--- src/rtl/dp_lat_pkg.sv ---
// Shared types and Hamming SECDED helpers for dual_port_lat_ram.
// Codeword layout: bit 0 = overall parity, bits 1..HBITS = Hamming positions.
package dp_lat_pkg;

    localparam int DP_DATA_WIDTH = 4;
    localparam int DP_MEM_DEPTH  = 32;
    localparam int DP_ADDR_WIDTH = $clog2(DP_MEM_DEPTH);

    typedef struct packed {
        logic                     we;
        logic [DP_ADDR_WIDTH-1:0] addr;
        logic [DP_DATA_WIDTH-1:0] wdata;
    } op_t;

    function automatic int ECC_PBITS(input int dw);
        int p = 1;
        while ((1 << p) < dw + p + 1) p++;
        return p;
    endfunction

    localparam int DP_PBITS    = ECC_PBITS(DP_DATA_WIDTH);
    localparam int DP_HBITS    = DP_DATA_WIDTH + DP_PBITS;
    localparam int DP_CW_WIDTH = DP_HBITS + 1;

    typedef logic [DP_CW_WIDTH-1:0] cw_t;

    typedef struct packed {
        logic [DP_DATA_WIDTH-1:0] data;
        logic                     sbe;
        logic                     dbe;
    } dec_t;

    function automatic cw_t secded_enc(input logic [DP_DATA_WIDTH-1:0] d);
        cw_t  cw;
        int   j;
        logic p;
        cw = '0;
        j  = 0;
        for (int i = 1; i <= DP_HBITS; i++) begin
            if ((i & (i - 1)) != 0) begin
                cw[i] = d[j];
                j++;
            end
        end
        for (int k = 0; k < DP_PBITS; k++) begin
            p = 1'b0;
            for (int i = 1; i <= DP_HBITS; i++) begin
                if (((i >> k) & 1) == 1) p ^= cw[i];
            end
            cw[1 << k] = p;
        end
        cw[0] = ^cw;
        return cw;
    endfunction

    function automatic dec_t secded_dec(input cw_t cw_in);
        cw_t  cw;
        dec_t r;
        int   syn;
        int   j;
        logic p;
        cw  = cw_in;
        syn = 0;
        r   = '0;
        for (int k = 0; k < DP_PBITS; k++) begin
            p = 1'b0;
            for (int i = 1; i <= DP_HBITS; i++) begin
                if (((i >> k) & 1) == 1) p ^= cw[i];
            end
            if (p) syn |= (1 << k);
        end
        // Odd overall parity means one flipped bit; syndrome 0 points at the parity bit itself
        if (^cw) begin
            if (syn > DP_HBITS) begin
                r.dbe = 1'b1;
            end else begin
                r.sbe = 1'b1;
                if (syn != 0) cw[syn] = ~cw[syn];
            end
        end else if (syn != 0) begin
            r.dbe = 1'b1;
        end
        j = 0;
        for (int i = 1; i <= DP_HBITS; i++) begin
            if ((i & (i - 1)) != 0) begin
                r.data[j] = cw[i];
                j++;
            end
        end
        return r;
    endfunction

    function automatic logic addr_ok(input int unsigned addr, input int unsigned depth);
        return addr < depth;
    endfunction

endpackage

--- src/rtl/lat_pipe.sv ---
// Fixed-latency valid-tagged shift register; payload appears LAT edges after capture.
// Synchronous clear drops every in-flight entry; payload registers carry no reset.
module lat_pipe #(
    parameter int  LAT = 1,
    parameter type T   = logic
) (
    input  logic clk_i,
    input  logic rst_i,
    input  logic in_vld_i,
    input  T     in_dat_i,
    output logic out_vld_o,
    output T     out_dat_o
);

    logic [LAT-1:0] vld_q;
    T               dat_q [LAT];

    always_ff @(posedge clk_i) begin
        if (rst_i) begin
            vld_q <= '0;
        end else begin
            vld_q[0] <= in_vld_i;
            for (int i = 1; i < LAT; i++) vld_q[i] <= vld_q[i-1];
        end
    end

    always_ff @(posedge clk_i) begin
        dat_q[0] <= in_dat_i;
        for (int i = 1; i < LAT; i++) dat_q[i] <= dat_q[i-1];
    end

    assign out_vld_o = vld_q[LAT-1];
    assign out_dat_o = dat_q[LAT-1];

endmodule

--- src/rtl/dual_port_lat_ram.sv ---
// True dual-port RAM with per-port write/read latency, no backpressure, port A wins commit collisions.
// Define DPRAM_ECC_EN to store Hamming SECDED codewords (same latency, sbe/dbe flags on reads).
module dual_port_lat_ram
    import dp_lat_pkg::*;
#(
    parameter int DATA_WIDTH  = DP_DATA_WIDTH,
    parameter int MEM_DEPTH   = DP_MEM_DEPTH,
    parameter int ADDR_WIDTH  = $clog2(MEM_DEPTH),
    parameter int WR_LATENCYA = 10,
    parameter int RD_LATENCYA = 5,
    parameter int WR_LATENCYB = 7,
    parameter int RD_LATENCYB = 8
) (
    input  logic                  clk_i,
    input  logic                  rst_i,
    input  logic                  a_en_i,
    input  logic                  a_we_i,
    input  logic [ADDR_WIDTH-1:0] a_addr_i,
    input  logic [DATA_WIDTH-1:0] a_wdata_i,
    output logic [DATA_WIDTH-1:0] a_rdata_o,
    output logic                  a_rvalid_o,
    output logic                  a_sbe_o,
    output logic                  a_dbe_o,
    input  logic                  b_en_i,
    input  logic                  b_we_i,
    input  logic [ADDR_WIDTH-1:0] b_addr_i,
    input  logic [DATA_WIDTH-1:0] b_wdata_i,
    output logic [DATA_WIDTH-1:0] b_rdata_o,
    output logic                  b_rvalid_o,
    output logic                  b_sbe_o,
    output logic                  b_dbe_o
);

`ifdef DPRAM_ECC_EN
    localparam int WORD_WIDTH = DP_CW_WIDTH;
`else
    localparam int WORD_WIDTH = DATA_WIDTH;
`endif
    typedef logic [WORD_WIDTH-1:0] word_t;

    function automatic word_t store_word(input logic [DATA_WIDTH-1:0] d);
`ifdef DPRAM_ECC_EN
        return secded_enc(d);
`else
        return d;
`endif
    endfunction

    function automatic dec_t load_word(input word_t w);
`ifdef DPRAM_ECC_EN
        return secded_dec(w);
`else
        dec_t r;
        r.data = w;
        r.sbe  = 1'b0;
        r.dbe  = 1'b0;
        return r;
`endif
    endfunction

    word_t mem [MEM_DEPTH];

    op_t   a_wop, b_wop, a_wout, b_wout;
    logic  a_wout_vld, b_wout_vld;
    word_t a_rsamp, b_rsamp, a_rout, b_rout;
    logic  a_rout_vld, b_rout_vld;
    logic  a_commit, b_commit;
    dec_t  a_dec, b_dec;

    logic [DATA_WIDTH-1:0] a_rdata_q, a_rdata_d, b_rdata_q, b_rdata_d;
    logic a_rvalid_q, a_rvalid_d, a_sbe_q, a_sbe_d, a_dbe_q, a_dbe_d;
    logic b_rvalid_q, b_rvalid_d, b_sbe_q, b_sbe_d, b_dbe_q, b_dbe_d;

    assign a_wop = '{we: a_we_i, addr: a_addr_i, wdata: a_wdata_i};
    assign b_wop = '{we: b_we_i, addr: b_addr_i, wdata: b_wdata_i};

    // Out-of-range reads return zero, which is also a clean codeword
    always_comb begin
        a_rsamp = '0;
        b_rsamp = '0;
        if (addr_ok(32'(a_addr_i), MEM_DEPTH)) a_rsamp = mem[a_addr_i];
        if (addr_ok(32'(b_addr_i), MEM_DEPTH)) b_rsamp = mem[b_addr_i];
    end

    lat_pipe #(.LAT(WR_LATENCYA), .T(op_t)) u_a_wr (
        .clk_i, .rst_i, .in_vld_i(a_en_i & a_we_i), .in_dat_i(a_wop),
        .out_vld_o(a_wout_vld), .out_dat_o(a_wout));
    lat_pipe #(.LAT(WR_LATENCYB), .T(op_t)) u_b_wr (
        .clk_i, .rst_i, .in_vld_i(b_en_i & b_we_i), .in_dat_i(b_wop),
        .out_vld_o(b_wout_vld), .out_dat_o(b_wout));
    lat_pipe #(.LAT(RD_LATENCYA), .T(word_t)) u_a_rd (
        .clk_i, .rst_i, .in_vld_i(a_en_i & ~a_we_i), .in_dat_i(a_rsamp),
        .out_vld_o(a_rout_vld), .out_dat_o(a_rout));
    lat_pipe #(.LAT(RD_LATENCYB), .T(word_t)) u_b_rd (
        .clk_i, .rst_i, .in_vld_i(b_en_i & ~b_we_i), .in_dat_i(b_rsamp),
        .out_vld_o(b_rout_vld), .out_dat_o(b_rout));

    assign a_commit = a_wout_vld & a_wout.we & addr_ok(32'(a_wout.addr), MEM_DEPTH);
    assign b_commit = b_wout_vld & b_wout.we & addr_ok(32'(b_wout.addr), MEM_DEPTH)
                    & ~(a_commit & (a_wout.addr == b_wout.addr));

    // A commit landing on a reset edge is still in flight and is dropped
    always_ff @(posedge clk_i) begin
        if (!rst_i) begin
            if (a_commit) mem[a_wout.addr] <= store_word(a_wout.wdata);
            if (b_commit) mem[b_wout.addr] <= store_word(b_wout.wdata);
        end
    end

    always_comb begin
        a_dec      = load_word(a_rout);
        b_dec      = load_word(b_rout);
        a_rvalid_d = a_rout_vld;
        a_rdata_d  = a_rout_vld ? a_dec.data : '0;
        a_sbe_d    = a_rout_vld & a_dec.sbe;
        a_dbe_d    = a_rout_vld & a_dec.dbe;
        b_rvalid_d = b_rout_vld;
        b_rdata_d  = b_rout_vld ? b_dec.data : '0;
        b_sbe_d    = b_rout_vld & b_dec.sbe;
        b_dbe_d    = b_rout_vld & b_dec.dbe;
    end

    always_ff @(posedge clk_i) begin
        if (rst_i) begin
            a_rvalid_q <= 1'b0;
            a_rdata_q  <= '0;
            a_sbe_q    <= 1'b0;
            a_dbe_q    <= 1'b0;
            b_rvalid_q <= 1'b0;
            b_rdata_q  <= '0;
            b_sbe_q    <= 1'b0;
            b_dbe_q    <= 1'b0;
        end else begin
            a_rvalid_q <= a_rvalid_d;
            a_rdata_q  <= a_rdata_d;
            a_sbe_q    <= a_sbe_d;
            a_dbe_q    <= a_dbe_d;
            b_rvalid_q <= b_rvalid_d;
            b_rdata_q  <= b_rdata_d;
            b_sbe_q    <= b_sbe_d;
            b_dbe_q    <= b_dbe_d;
        end
    end

    assign a_rvalid_o = a_rvalid_q;
    assign a_rdata_o  = a_rdata_q;
    assign a_sbe_o    = a_sbe_q;
    assign a_dbe_o    = a_dbe_q;
    assign b_rvalid_o = b_rvalid_q;
    assign b_rdata_o  = b_rdata_q;
    assign b_sbe_o    = b_sbe_q;
    assign b_dbe_o    = b_dbe_q;

endmodule

--- config.mk ---
export PLATFORM = sky130hd
export DESIGN_NAME = dual_port_lat_ram
export DESIGN_NICKNAME = d
export VERILOG_FILES = /design/src/rtl/dp_lat_pkg.sv /design/src/rtl/lat_pipe.sv /design/src/rtl/dual_port_lat_ram.sv
export SDC_FILE = /design/constraint.sdc
export NUM_CORES = 1
export LEC_CHECK = 0
export ABC_AREA = 1
export CAP_MARGIN = 5
export CORE_MARGIN = 5
export CORE_UTILIZATION = 50
export DETAILED_ROUTE_END_ITERATION = 8
export PLACE_DENSITY = 0.67
export SLEW_MARGIN = 10
export SYNTH_ARGS = -nofsm -noshare
export SYNTH_HDL_FRONTEND = slang
export SYNTH_SLANG_ARGS = --single-unit
--- constraint.sdc ---
create_clock -name clk_i -period 2.6 [get_ports clk_i]
set_input_delay 0.52 -clock clk_i [delete_from_list [all_inputs] [get_ports clk_i]]
set_output_delay 0.52 -clock clk_i [all_outputs]
set_load 0.05 [all_outputs]
==> results.cfg, run 1 <==
[status]
status = completed

[timing]
min_period_over_period_pct = 89.04
finalHoldViolCount = 0
post-route-worst-setup-slack_ns = 0.2848
tightestPinTransition_ns = 0.9176
final-setup-viol-count = 0
rsz0062_at_grt = false
timing_max_transition_violations_final = 0
timing.final.crit_period_ns = 2.315
clock-skew-final_ns = 0.02631
max_freq_mhz = 431.9
fin_tns_setup_ns = 0
timing.slew.headroom_pct = 38.83

[power_and_ir_drop]
pwr-share-seq_pct = 52.2
p_comb_share_pct = 5.8
power.share.clock_pct = 42.0
pwr_density_cell_nw_per_um2 = 737.1
internal_power_mw = 9.786
leakagePower_nw = 7.282
vdd_ir_drop_max_mv = 0.7914
swShare_pct = 22.84
p_switching_mw = 2.897

[worst_setup_path]
worst_reg2reg_path_endpoint = mem[6][2]
critPathArrivalTime_ns = 2.49
reg2reg_from = u_b_wr.dat_q[6][5]
start_kind = flop
cp_max_fo = 8
timing.critical_path.required_ns = 2.78
worst-r2r-cell-count = 6
reg2reg_setup_slack_ns = 0.28
crit_end_element = flop
worstSetupPathType = flop to flop

[clock_network]
ctsLongestPathBuffers = 3
clkTransAtPathRegs_ns = 0.06
ctsResizeCount = 0
tritoncts.num_buffers = 38
cts_root_buffer = clkbuf_16
clkSinkCount = 390
cts.htree.levels = 2
tritoncts = yes
holdBufCountCts = 0
cts.repair_timing.setup_buffer_count = 0
insertion_delay_ns = 0.54

[place]
place.port_buffers = 33
place_ws_ns = 0.08800
place_hpwl_mm = 25.04
place.gp.congestion = 0.9061
dp.cells = 2061

[synthesis]
synthesis.area_per_instance_um2 = 8.894
syn_area_um2 = 15080
yosys-top-cells-area = dfxtp_1, edfxtp_1, nand2_1, nand3_1, nand4_1
yosysTopAreaCellShare_pct = 34.79
synth.yosys.warnings = 0
postSynthRegisterBits = 390
synth_cells = 1695
area_leader_netlist = dfxtp_1
netlist-cell-type-count = 22
sequential_element_share_of_the_synthesized_area_pct = 60.29

[floorplanning]
placement_rows = 63
pin_count = 38
floorplan.die.height_um = 183.6
placeableCoreArea_um2 = 29720
dieWidth_um = 183.6
fp.dieArea_um2 = 33720
initial_utilization_pct = 50.73

[grt]
grt_remaining_overflow = 0
wire_length_of_the_first_global_routing_pass_mm = 60.44
antenna_found_initial = 0
first_global_vias = 11140
grt.total_usage_pct = 22.77
grt_max_degree = 66

[routing]
drt_iter0_markers = 1277
dr_total_vias = 11880
remaining_antenna_violation_count = 0
via_per_inst = 5.581
drc = 0
detail_route.wl_per_cell_um = 18.28
first_drt_pass_iteration_count = 5
total_wire_length_after_detailed_routing_mm = 38.90

[worst_hold_path]
hold_start = a_addr_i[0]
hold_path.class = input port to flop
worst_hold_path.num_cells = 1
min_to = u_a_wr.dat_q[0][4]

[layout]
antenna_cells = 0
nNetsFinal = 1735
final_cell_mix = nand2_1, dfxtp_1, nand3_1
areaGrowthSynthToFinish_pct = 14.13
final_common_cell = nand2_1
finalCoreUtilization_pct = 57.90
multiInputGateArea_um2 = 5235
layout.cells.non_filler = 2128
fillers = 2493
ff_latch_area_um2 = 9091
layout-drive-gt1-share_pct = 8.573

[flow_run]
max_cap_violations = 0
## cell type report
cell class / count / area share (%)
Sequential cell: 390 / 52.84
Multi-Input combinational cell: 1127 / 30.42
Clock buffer: 51 / 6.181
Timing Repair Buffer: 88 / 5.279
Tap cell: 390 / 2.836
Inverter: 66 / 1.440
Clock inverter: 16 / 1.003
## how the worst max path moves through the flow
stage,start,endpoint,slack (ns),cells past startpoint
finish,u_b_wr.dat_q[6][5],mem[6][2],0.28,6
global route,u_b_wr.dat_q[6][8],mem[31][2],0.21,6
CTS,u_b_wr.dat_q[6][8],mem[31][2],0.38,6
detailed placement,rst_i,mem[24][1],0.09,5
global placement,rst_i,mem[24][3],0.13,5
floorplan,rst_i,mem[25][0],0.73,6
## synthesized netlist by cell type (all sizes together)
library cell / number
nand2: 633
edfxtp: 128
buf: 61
nand4: 134
conb: 1
xor2: 3
clkbuf: 54
and3: 1
dfxtp: 262
nor3: 3
nor2: 77
o21ai: 29
inv: 66
nand3: 243
## metal layers
layer / global-route usage, % / vias to the layer above / share of wire, %
li1: - / 5670 / -
met1: 30.11 / 5417 / 41
met2: 36.26 / 643 / 45
met3: 4.096 / 146 / 9.4
met4: 11.26 / 0 / 4.8
met5: 0 / - / 0
## state kept, by name (all words and copies together), names as in the netlist
name / count
u_b_wr.vld_q: 7
b_rdata_o: 4
u_a_rd.vld_q: 5
mem: 128
u_a_wr.dat_q: 100
u_b_wr.dat_q: 70
u_a_wr.vld_q: 10
u_a_rd.dat_q: 20
b_rvalid_o: 1
a_rvalid_o: 1
u_b_rd.dat_q: 32
u_b_rd.vld_q: 8
a_rdata_o: 4
## cells by family after synthesis
kind of cell,after synthesis,synth area share (%)
simple gates,1091,33.37
flops,390,60.29
buf+inv,181,5.179
compound gates,29,0.9627
xor+xnor,3,0.1743
other cells,1,0.02487
## power by group through the flow
stage          registers, mW  clock network [mW]  logic (mW)
4_1_cts                 6.63                5.44       0.715
2_1_floorplan           6.71                   0       0.457
6_report                6.62                5.33       0.731
3_3_place_gp            6.75                   0       0.703
5_1_grt                 6.65                5.69       0.794
3_5_place_dp            6.76                   0       0.711
## critical path, cell delays in order (launching register included)
cell     delay, ns
dfxtp_1       0.38
inv_1         0.07
nor2_1        0.30
inv_1         0.37
nor2_1        0.45
nand3_4       0.14
o21ai_0       0.25
## stage by stage
stage	area, µm²	hold slack (ns)	total power [mW]
CTS	17210	0.2491	12.78
global route	17210	0.2564	13.13
global placement	15970	0.3097	7.451
floorplan	15090	0.3096	7.164
finish	17210	0.2542	12.68
detailed placement	15970	0.3120	7.468
Note: power is estimated with default switching activity, not from simulation.
==> run 2, diff against run 1 <==
--- a/config.mk
+++ b/config.mk
@@ -6,12 +6,10 @@
 export NUM_CORES = 1
 export LEC_CHECK = 0
 export ABC_AREA = 1
-export CAP_MARGIN = 5
-export CORE_MARGIN = 5
+export CAP_MARGIN = 10
 export CORE_UTILIZATION = 50
 export DETAILED_ROUTE_END_ITERATION = 8
 export PLACE_DENSITY = 0.67
-export SLEW_MARGIN = 10
 export SYNTH_ARGS = -nofsm -noshare
 export SYNTH_HDL_FRONTEND = slang
 export SYNTH_SLANG_ARGS = --single-unit
==> run 2 against run 1 <==
Sequential power grew 1%. Core utilization grew 0.15 points. Final cell count shrank 0.14%. Via count grew 1.3%. Critical path depth shrank 5. First-iteration DRC count grew 1.1%. Sequential cell count is the same. Combinational power shrank 8.3%. Count of clock-buffer cells in the layout grew 2. Global-route usage grew 2.5 points.
==> results.cfg, run 2 (synthesis gave the netlist of run 1 again) <==
[status]
status = completed

[routing]
total_wire_length_after_detailed_routing_mm = 38.67
drt_iter0_markers = 1291
detail_route.wl_per_cell_um = 18.20
first_drt_pass_iteration_count = 7
dr_total_vias = 12040
remaining_antenna_violation_count = 0
via_per_inst = 5.664
drc = 0

[worst_setup_path]
critical_path_buf_inv_count = 1
timing.critical_path.slowest_cell_delay_ns = 0.80
slowest_stage = clkdlybuf4s50_1
worstSetupPathType = flop to primary output
crit_end_element = primary output
cp_max_fo = 1
timing.critical_path.required_ns = 2.08
start_kind = flop
top_cell_family_by_delay_on_the_critical_path = buffers and inverters
critPathArrivalTime_ns = 1.64
critical_path.cell_chain = clkdlybuf4s50_1

[power_and_ir_drop]
power.share.clock_pct = 42.8
totalPowerFinal_mw = 12.85
vdd_ir_drop_max_mv = 0.6107
p_comb_share_pct = 5.2
internal_power_mw = 9.886
leakagePower_nw = 7.279
swShare_pct = 23.06
p_switching_mw = 2.963
pwr-share-seq_pct = 52.0
pwr_density_cell_nw_per_um2 = 746.8

[layout]
final_common_cell = nand2_1
areaGrowthSynthToFinish_pct = 14.13
max_flop_register = mem
finalCoreUtilization_pct = 58.05
largest_register_ff_count = 128
antenna_cells = 0
fillers = 2599
layout-drive-gt1-share_pct = 9.049
layout.cells.non_filler = 2125
post-route-cell-area_um2 = 17210
nNetsFinal = 1731
final_cell_mix = nand2_1, dfxtp_1, nand3_1
layout_top_registers = mem: 128 flops, u_a_wr.dat_q: 100 flops, u_b_wr.dat_q: 70 flops

[timing]
final-setup-viol-count = 0
timing.final.crit_period_ns = 2.159
timing.slew.headroom_pct = 36.70
max_freq_mhz = 463.2
post-route-worst-setup-slack_ns = 0.4411
timing_max_transition_violations_final = 0
rsz0062_at_grt = false
min_period_over_period_pct = 83.04
tightestPinTransition_ns = 0.9494
fin_tns_setup_ns = 0
clock-skew-final_ns = 0.02555
final.hold.worst_slack_ns = 0.3122
finalHoldViolCount = 0

[clock_network]
holdBufCountCts = 0
cts.repair_timing.setup_buffer_count = 0
tritoncts.num_buffers = 40
tritoncts = yes
ctsResizeCount = 0
insertion_delay_ns = 0.54
cts_root_buffer = clkbuf_16
cts.htree.levels = 2
clkSinkCount = 390
ctsLongestPathBuffers = 3
clkTransAtPathRegs_ns = 0.06

[floorplanning]
dieWidth_um = 175.6
placeableCoreArea_um2 = 29640
initial_utilization_pct = 50.87
floorplan.die.height_um = 175.6
placement_rows = 63
fp.dieArea_um2 = 30850
pin_count = 38

[place]
place.port_buffers = 33
place.gp.congestion = 0.8871
place_ws_ns = 0.1057
dp.cells = 2055
placed_area_um2 = 15910
place_hpwl_mm = 24.61

[grt]
first_global_vias = 11080
grt_max_degree = 67
grt_remaining_overflow = 0
antenna_found_initial = 0
wire_length_of_the_first_global_routing_pass_mm = 59.58
grt.total_usage_pct = 25.23

[flow_run]
max_cap_violations = 0

[worst_hold_path]
hold_path.class = flop to flop
run 2: power groups by stage:
| stage | registers, mW | clock network [mW] | logic [mW] |
|---|---|---|---|
| detailed placement | 6.81 | 0 | 0.656 |
| global route | 6.70 | 5.84 | 0.733 |
| CTS | 6.68 | 5.60 | 0.660 |
| finish | 6.69 | 5.49 | 0.670 |
| global placement | 6.81 | 0 | 0.645 |
| floorplan | 6.71 | 0 | 0.457 |
run 2: layer usage:
| metal | vias to the layer above | wire length (µm) | track usage (%) |
|---|---|---|---|
| li1 | 5664 | - | - |
| met1 | 5575 | 15550 | 32.76 |
| met2 | 644 | 17670 | 40.61 |
| met3 | 153 | 3669 | 4.026 |
| met4 | 0 | 1778 | 13.26 |
| met5 | - | 0 | 0 |
run 2: path summary, 6_finish.rpt:
path              cells after the start            endpoint  slack (ns)                from
hold / removal                        0  u_a_wr.dat_q[5][8]        0.31  u_a_wr.dat_q[4][8]
setup reg to reg                      6          mem[29][1]        0.50  u_b_wr.dat_q[6][8]
hold reg to reg                       0  u_a_wr.dat_q[5][8]        0.31  u_a_wr.dat_q[4][8]
setup / recovery                      1          a_rvalid_o        0.44          a_rvalid_o
run 2: area by class of cell:
class | instances | area (µm²) | share of cell area, %
Sequential cell | 390 | 9099 | 52.88
Multi-Input combinational cell | 1127 | 5235 | 30.43
Clock buffer | 53 | 1141 | 6.632
Timing Repair Buffer | 82 | 838.3 | 4.872
Tap cell | 390 | 488.0 | 2.836
Inverter | 66 | 247.7 | 1.440
Clock inverter | 17 | 156.4 | 0.9090
==> run 3, diff against run 2 <==
--- a/config.mk
+++ b/config.mk
@@ -9,7 +9,7 @@
 export CAP_MARGIN = 10
 export CORE_UTILIZATION = 50
 export DETAILED_ROUTE_END_ITERATION = 8
-export PLACE_DENSITY = 0.67
+export PLACE_DENSITY = 0.69
 export SYNTH_ARGS = -nofsm -noshare
 export SYNTH_HDL_FRONTEND = slang
 export SYNTH_SLANG_ARGS = --single-unit
==> constraint.sdc (replaced) <==
create_clock -name clk_i -period 1.9 [get_ports clk_i]
set_input_delay 0.38 -clock clk_i [delete_from_list [all_inputs] [get_ports clk_i]]
set_output_delay 0.38 -clock clk_i [all_outputs]
set_load 0.05 [all_outputs]
==> run 3 against run 2 <==
Sequential cell count unchanged. Global-route usage is 1.1 points higher. Die area unchanged. Combinational power grew 69%. Design area increased by 7.5%. Largest cell class unchanged. Critical path depth rose by 6. Non-clock buffer count increased by 143. Critical path type is now flop to flop. First-iteration DRC count rose by 6.4%.
==> results.cfg, run 3 (synthesis gave the netlist of run 1 again) <==
[layout]
post-route-cell-area_um2 = 18500
antenna_cells = 0
max_flop_register = mem
layout_top_registers = mem: 128 flops, u_a_wr.dat_q: 100 flops, u_b_wr.dat_q: 70 flops
areaGrowthSynthToFinish_pct = 22.72
final_common_cell = nand2_1
largest_register_ff_count = 128
final_cell_mix = nand2_1, dfxtp_1, nand3_1
nNetsFinal = 1872
layout-drive-gt1-share_pct = 16.62

[worst_setup_path]
cp_max_fo = 5
start_kind = flop
critPathArrivalTime_ns = 2.13
crit_end_element = flop
worst_reg2reg_path_endpoint = mem[14][1]
reg2reg_setup_slack_ns = 0.04
worstSetupPathType = flop to flop
timing.critical_path.required_ns = 2.17
reg2reg_from = u_b_wr.dat_q[6][8]
worst-r2r-cell-count = 7

[timing]
final-setup-viol-count = 0
clock-skew-final_ns = 0.03136
timing.slew.headroom_pct = 64.97
final.hold.worst_slack_ns = 0.1012
timing.final.crit_period_ns = 1.861
finalHoldViolCount = 0
tightestPinTransition_ns = 0.5254
rsz0062_at_grt = true
fin_tns_setup_ns = 0
min_period_over_period_pct = 97.97
max_freq_mhz = 537.2
timing_max_transition_violations_final = 0

[power_and_ir_drop]
vdd_ir_drop_max_mv = 1.046
leakagePower_nw = 8.120
pwr_density_cell_nw_per_um2 = 968.6

[grt]
wire_length_of_the_first_global_routing_pass_mm = 62.56
grt_max_degree = 65
gr-usage-met2_pct = 43.02
grt_remaining_overflow = 0
first_global_vias = 11790
global_route.usage.met3_pct = 3.636
grt.total_usage_pct = 26.31
grt_busiest_layer = met2
global_route.usage.met1_pct = 33.67
antenna_found_initial = 1

[routing]
first_drt_pass_iteration_count = 6
detail_route.wl_per_cell_um = 17.88
via_per_inst = 5.525
drc = 0
dr_total_vias = 12530
drt_iter0_markers = 1373
remaining_antenna_violation_count = 0
total_wire_length_after_detailed_routing_mm = 40.54

[clock_network]
clkTransAtPathRegs_ns = 0.07
clkSinkCount = 390
ctsLongestPathBuffers = 3
insertion_delay_ns = 0.55
tritoncts = yes
holdBufCountCts = 0
cts.htree.levels = 2
tritoncts.num_buffers = 38
cts_root_buffer = clkbuf_16

[place]
placed_area_um2 = 17000
place.gp.congestion = 0.9006
place_hpwl_mm = 27.49
place.port_buffers = 33

[floorplanning]
dieWidth_um = 175.6
placement_rows = 63
fp.dieArea_um2 = 30850
placeableCoreArea_um2 = 29640
pin_count = 38
floorplan.die.height_um = 175.6
initial_utilization_pct = 50.87

[flow_run]
max_cap_violations = 0

[worst_hold_path]
hold_path.class = input port to flop
hold_start = b_addr_i[0]
min_to = u_b_wr.dat_q[0][4]
worst_hold_path.num_cells = 1

[status]
status = completed
[run 3: cell types whose count changed in the layout (fill, tap and decap cells not counted), moves of 2 or more]
cell | previous run | this run
buf_12 | 12 | 20
buf_4 | 37 | 170
bufinv_16 | 0 | 2
clkbuf_1 | 5 | 2
clkbuf_2 | 0 | 2
clkdlybuf4s50_1 | 31 | 21
dlygate4sd2_1 | 0 | 9
inv_4 | 5 | 1
nand3_1 | 214 | 212
nand3_2 | 8 | 10
nor2_1 | 77 | 72
nor2_2 | 0 | 5
o21ai_0 | 28 | 26
o21ai_1 | 1 | 3
[run 3: how the worst max path moves through the flow]
stage | cells past startpoint | endpoint | slack [ns] | startpoint
after detailed placement | 5 | mem[28][1] | -0.45 | rst_i
after global routing | 7 | mem[14][2] | -0.04 | u_b_wr.dat_q[6][8]
after floorplan | 6 | mem[25][0] | 0.17 | rst_i
after CTS | 7 | mem[0][0] | 0.003 | u_a_wr.dat_q[9][8]
after global placement | 7 | mem[20][0] | -0.41 | rst_i
final | 7 | mem[14][1] | 0.04 | u_b_wr.dat_q[6][8]
[run 3: power breakdown]
group	internal, mW	leakage (nW)	switching [mW]	total, mW
clock	4.54	0.663	3.22	7.76
sequential	8.93	3.34	0.0888	9.02
combinational	0.365	4.11	0.770	1.13
[run 3: area by class of cell]
type | count | area, µm²
fillers | 2385 | 11140
flip-flops and latches | 390 | 9099
multi-input cells | 1127 | 5265
repair buffers | 225 | 2058
clock buffers | 52 | 1129
well taps | 390 | 488.0
inverters | 66 | 247.7
clock inverters | 17 | 215.2
[run 3: metal layers]
metal  part of all wire [%]  routed length (µm)
met5                      0                   0
met4                    5.1                2071
met3                    8.7                3545
met2                     47               18870
met1                     40               16060
[run 3: timing repair]
action                                  CTS  global route
gates cloned                              1             2
buffers inserted                          0             6
pin swaps                                 0             2
resized for setup                        15            13
endpoints found under the setup margin   50            91
[run 3: per-stage QoR]
step / worst slack [ns] / total power [mW] / cells / utilization [%]
after floorplan: 0.1710 / 9.803 / 1698 / -
after global placement: -0.4104 / 10.28 / 2189 / 57.36
after detailed placement: -0.4462 / 10.31 / 2189 / 57.36
after CTS: 0.003323 / 18.05 / 2259 / 62.01
after global routing: -0.03986 / 18.50 / 2267 / 62.42
final: 0.03857 / 17.92 / 2267 / 62.42
[run 3: worst max-delay path, stage by stage, from the launching register on]
cell	delay (ns)
dfxtp_2	0.36
buf_4	0.16
inv_1	0.10
nand3_1	0.27
nor2_1	0.32
nand3_4	0.12
o21ai_0	0.09
buf_4	0.16
